--- src/rtl/io_input_filter.sv ---
// Per-channel pad input conditioning: synchronizer, stable-count glitch filter,
// edge pulses and sticky maskable event flags with a combined interrupt.
module io_input_filter #(
  parameter int                 WIDTH         = 8,
  parameter int                 SYNC_STAGES   = 2,
  parameter int                 FILTER_CYCLES = 4,
  parameter logic [WIDTH-1:0]   RESET_VALUE   = {WIDTH{1'b0}}
) (
  input  logic             CLK,
  input  logic             RST,
  input  logic [WIDTH-1:0] PAD_I,
  input  logic [WIDTH-1:0] RISE_EN,
  input  logic [WIDTH-1:0] FALL_EN,
  input  logic [WIDTH-1:0] EVT_CLR,
  output logic [WIDTH-1:0] VALUE,
  output logic [WIDTH-1:0] RISE,
  output logic [WIDTH-1:0] FALL,
  output logic [WIDTH-1:0] PENDING,
  output logic             IRQ
);

  localparam int             CW       = $clog2(FILTER_CYCLES + 1);
  localparam logic [CW-1:0]  CNT_LAST = CW'(FILTER_CYCLES - 1);
  localparam logic [CW-1:0]  CNT_ZERO = {CW{1'b0}};
  localparam logic [CW-1:0]  CNT_ONE  = CW'(1);

  logic [SYNC_STAGES-1:0][WIDTH-1:0] sync_q, sync_d;
  logic [CW-1:0]                     cnt_q [WIDTH];
  logic [CW-1:0]                     cnt_d [WIDTH];
  logic [WIDTH-1:0]                  value_q, value_d;
  logic [WIDTH-1:0]                  rise_q, rise_d;
  logic [WIDTH-1:0]                  fall_q, fall_d;
  logic [WIDTH-1:0]                  pending_q, pending_d;
  logic [WIDTH-1:0]                  sync_s;

  assign sync_s = sync_q[SYNC_STAGES-1];

  // Next-state logic: synchronizer shift, filter counters, edges and sticky flags
  always_comb begin
    sync_d  = {sync_q[SYNC_STAGES-2:0], PAD_I};
    value_d = value_q;
    for (int i = 0; i < WIDTH; i++) begin
      cnt_d[i] = CNT_ZERO;
      if (sync_s[i] == value_q[i]) begin
        cnt_d[i] = CNT_ZERO;
      end else if (cnt_q[i] == CNT_LAST) begin
        // Count complete: follow the synchronized level and restart
        value_d[i] = sync_s[i];
        cnt_d[i]   = CNT_ZERO;
      end else begin
        cnt_d[i] = cnt_q[i] + CNT_ONE;
      end
    end
    rise_d    = value_d & ~value_q;
    fall_d    = ~value_d & value_q;
    pending_d = (pending_q & ~EVT_CLR) | (rise_d & RISE_EN) | (fall_d & FALL_EN);
  end

  // State registers with asynchronous reset
  always_ff @(posedge CLK or posedge RST) begin
    if (RST) begin
      sync_q    <= {SYNC_STAGES{RESET_VALUE}};
      value_q   <= RESET_VALUE;
      rise_q    <= {WIDTH{1'b0}};
      fall_q    <= {WIDTH{1'b0}};
      pending_q <= {WIDTH{1'b0}};
      for (int i = 0; i < WIDTH; i++) begin
        cnt_q[i] <= CNT_ZERO;
      end
    end else begin
      sync_q    <= sync_d;
      value_q   <= value_d;
      rise_q    <= rise_d;
      fall_q    <= fall_d;
      pending_q <= pending_d;
      for (int i = 0; i < WIDTH; i++) begin
        cnt_q[i] <= cnt_d[i];
      end
    end
  end

  assign VALUE   = value_q;
  assign RISE    = rise_q;
  assign FALL    = fall_q;
  assign PENDING = pending_q;
  assign IRQ     = |pending_q;

endmodule
--- config.mk ---
export PLATFORM = sky130hd
export DESIGN_NAME = io_input_filter
export DESIGN_NICKNAME = d
export VERILOG_FILES = /design/src/rtl/io_input_filter.sv
export SDC_FILE = /design/constraint.sdc
export NUM_CORES = 1
export LEC_CHECK = 0
export CAP_MARGIN = 10
export CORE_MARGIN = 1
export CORE_UTILIZATION = 42
export CTS_CLUSTER_DIAMETER = 30
export CTS_CLUSTER_SIZE = 14
export DETAILED_ROUTE_END_ITERATION = 8
export DONT_BUFFER_PORTS = 1
export SYNTH_ARGS = -nofsm -noshare
export SYNTH_HDL_FRONTEND = slang
export SYNTH_SLANG_ARGS = --single-unit
export TNS_END_PERCENT = 50
--- constraint.sdc ---
create_clock -name CLK -period 2.8 [get_ports CLK]
set_input_delay 0.28 -clock CLK [delete_from_list [all_inputs] [get_ports CLK]]
set_output_delay 0.28 -clock CLK [all_outputs]
set_load 0.05 [all_outputs]
# == Word-level counts from Yosys, hierarchy flattened ==
# Index checks and enable logic that the tools add are counted.
# totals
n_memories,0
latchBits,0
wordCells,81
rom_bits,0
register_bits,72
mem_bits_rw,0
# classes
multipliers,0
magnitude_cmp,0
bitwise,10
shift,0
add_sub_neg,8
n_reduce_logical,1
n_eq_ne,16
div,0
muxes,32
# op_table
operator,n
$mux 3,16
$and 8x8->8,5
$add 3x1->3 const B,8
$eq 3x2->1 const B,8
$not 8->8,3
$mux 1,16
$or 8x8->8,2
$eq 1x1->1,8
$reduce_or 8->1,1

# == Logic depth before layout (Yosys ltp) ==
# depth
depth_word,7
ltp_mapped,4

# == Worst setup path before layout ==
# No wires, ideal clock.
# synth_timing
path_kind,reg-to-output
start,"reg pending_q[6], in the netlist PENDING[6]"
end,out IRQ
required_ps,2520
slack_ps,1317
path_stages_with_launch,3
n_path_buf,0
t_arrival_ps,1203
path_cell_list,dfrtp_1 -> nor4_1 -> nand2_1
# synth_via
elab_chain_len,1
# synth_lines
element,line_no,text
"start, declared",33,"logic [WIDTH-1:0] pending_q, pending_d;"
"start signal, assigned",66,pending_q <= {WIDTH{1'b0}};
"start signal, assigned",75,pending_q <= pending_d;
$reduce_or 8->1,86,assign IRQ = |pending_q;
"end, declared",19,output logic IRQ
# No other way between the ends.

# == Worst setup path in the final report ==
# Same ends and word-level chain as after synthesis.

==> impl_results.md <==
- DIE HEIGHT: between 80 and 90 um
- Crit path capture type: primary output
- Number of library cell types mapped by synthesis: 19
- R2R Path Start: VALUE[6]
- Clock Path Buffers: 2
- Synthesis-to-finish area growth: 15.8%
- Crit path DAT: approximately 2.0 ns
- Setup TNS: 0 ns
- Root Buffer Master: clkbuf_8
- Layout cells sized above 1: under 10%
- Crit path time final: 2.26 ns
- Setup violations, final: 0
- Crit. Startpoint: PENDING[6]
- Slowest stage delay, CP: ~0.6 ns
- Antenna cell count: 0
- # hold bufs at CTS: 9
- Worst-Skew Late Latency: 0.34 ns
- Hold Fails Final Rpt: 0
- Slew HR: 56.3%
- Antenna viol nets, final: 0
- Clk pin slew, worst setup/hold paths: 0.07 ns
- Max Freq: 442 MHz
- Drt pass-1 iters: 4
- RSZ-0062 raised after global routing: false
- FP Rows: 28
- First-pass GRT wire length: approximately 6900 um
- Sequential element share of the synthesized area: approximately two thirds
- Max_cap viols: 0
- CTS sink cnt: just over 70
- Routed via count: 1,538
- Hpwl dp: 2940 um
- Final worst slack: 0.537 ns
- Hold slack final: 0.0294 ns
- CP Buf/Inv Count: 0
- DR iter-0 viols: 53
- VDD IR-drop max: 0.543 mV
- Final period utilization: 80.8%
- Fin nets: 267
- #FFs+latches synth: 72
- Die width: a little over 80 um
- Routability Congestion: 0.670
- Clock skew: 0.00721 ns
- TritonCTS clock tree: built
- Remaining global-route overflow: 0
- Setup bufs post-CTS: 0
- PortBufs: 0
- Residual DRC: 0
- Vias in the first global route: 1,532
- Total die area: ~0.0066 sq mm
- Crit Path Class: flop to primary output
- Syn_nets: 246
- Worst-path cell chain: nor4_1, nand2_1
- Largest net degree at the start of global routing: 42
- Slew @ Worst Pin: 0.655 ns
- IO Pins: 67
- Avg Cell Area, Syn: 12.9 sq um
- Outcome: completed
- Pwr Density: 987 mW/mm^2
- Crit path max-delay family: simple AND/OR/NAND/NOR gates
- Synthesized instance count: approximately 200
- Setup slack, reg-to-reg: 1.44 ns
- Startpoint type of the worst setup path: flop
- DR WL/cell: 13.7 um
- CP Max Fanout: 3
- GRT Overall Usage: 14.8%
- PostCTS Resize Cnt: 0
- Placed cell area: 0.00275 sq mm
- Initial antenna violation count: 0
- Clock buffer count from CTS: 9
- CORE AREA: 0.00599 sq mm
- Detailed-route vias per instance: 5.04
- YS warnings: 0
- Synthesized cell area: 0.00264 sq mm
- Cell area after layout: 0.00306 sq mm
- Slew Limit Fails: 0
- Leak: about 1.5 nW
- Initial Util: around 44%
- H-tree Lvls: 3
- WL final: 4170 um
- Hold WC Path Type: primary input to flop
- Pre-CTS setup slack: 0.843 ns
- Crit path max-delay cell type: dfrtp_1
- Min-delay src: EVT_CLR[5]
- Worst EP required: 2.52 ns
-- Yosys cell counts, drive strengths merged --
| cell | count | area [sq um] |
|---|---|---|
| dfrtp | 72 | 1800 |
| inv | 20 | 75.1 |
| nor3 | 16 | 80.1 |
| nor3b | 13 | 103 |
| nand2 | 9 | 33.8 |
| a31oi | 8 | 50.1 |
| and3 | 8 | 51.3 |
| and3b | 8 | 71.3 |
| ha | 8 | 100 |
| nand2b | 8 | 50.1 |
| o21ai | 8 | 40.0 |
| o22ai | 8 | 50.1 |
| xnor2 | 8 | 70.1 |
| nor2b | 7 | 43.8 |
| nor4 | 2 | 12.5 |
| and2b | 1 | 7.51 |
-- layout make-up --
cell class | count | area (sq um)
clock inverter | 3 | 65.1
sequential | 72 | 1800
multi-input combinational | 112 | 763
timing repair buffer | 10 | 110
fill | 545 | 2930
inverter | 20 | 75.1
tap | 75 | 93.8
clock buffer | 13 | 149
-- where the power goes --
group          switching (mW)  leakage, nW  internal (mW)
clock network           0.346        0.108          0.526
registers               0.443        0.939           1.22
logic                   0.266        0.450          0.220
total                    1.06         1.50           1.96
-- registers in the layout, summed over array words and instances (netlist names) --
name	flops
sync_s	8
cnt_q	24
sync_d	8
FALL	8
PENDING	8
VALUE	8
RISE	8
-- per-layer routing --
metal	wire [um]	up-vias	share of wire, %	GRT usage [%]
met1	1880	730	45	17.4
met3	310	10	7.4	6.18
li1	-	745	-	-
met2	1860	53	45	21.7
met4	120	0	2.9	10.7
met5	0	-	0	0
-- cell usage in the layout, fill, tap and decap left out, types with 8 or more instances in the layout --
cell,n
nand2_1,9
dlygate4sd3_1,9
ha_1,8
clkbuf_8,10
inv_1,19
nor3_1,16
xnor2_1,8
o22ai_1,8
dfrtp_1,72
a31oi_1,8
o21ai_0,8
nor3b_1,12
nand2b_1,8
-- per-stage QoR --
step	total power, mW	cells	util [%]
6_report	3.02	305	51.0
5_1_grt	3.21	305	51.0
4_1_cts	3.06	305	51.0
3_5_place_dp	2.17	280	46.0
3_3_place_gp	2.15	280	46.0
2_1_floorplan	2.04	204	-
-- path summary, 6_finish.rpt --
kind | cells past startpoint | end
setup / recovery | 2 | IRQ
hold / removal | 1 | PENDING[5]
setup reg to reg | 3 | PENDING[6]
hold reg to reg | 0 | sync_s[2]
max in group asynchronous | 3 | cnt_q[21]
min in group asynchronous | 2 | FALL[3]
-- kinds of logic after synthesis --
| kind of cell | Yosys count | synth area share (%) |
|---|---|---|
| DFF | 72 | 68.2 |
| and+or+nand+nor | 72 | 17.2 |
| buffers and inverters | 20 | 2.84 |
| xor gates and xnor gates | 8 | 2.65 |
| adders and majority gates | 8 | 3.79 |
| AOI/OAI and AO/OA | 24 | 5.31 |
(Power assumes the default switching activity.)
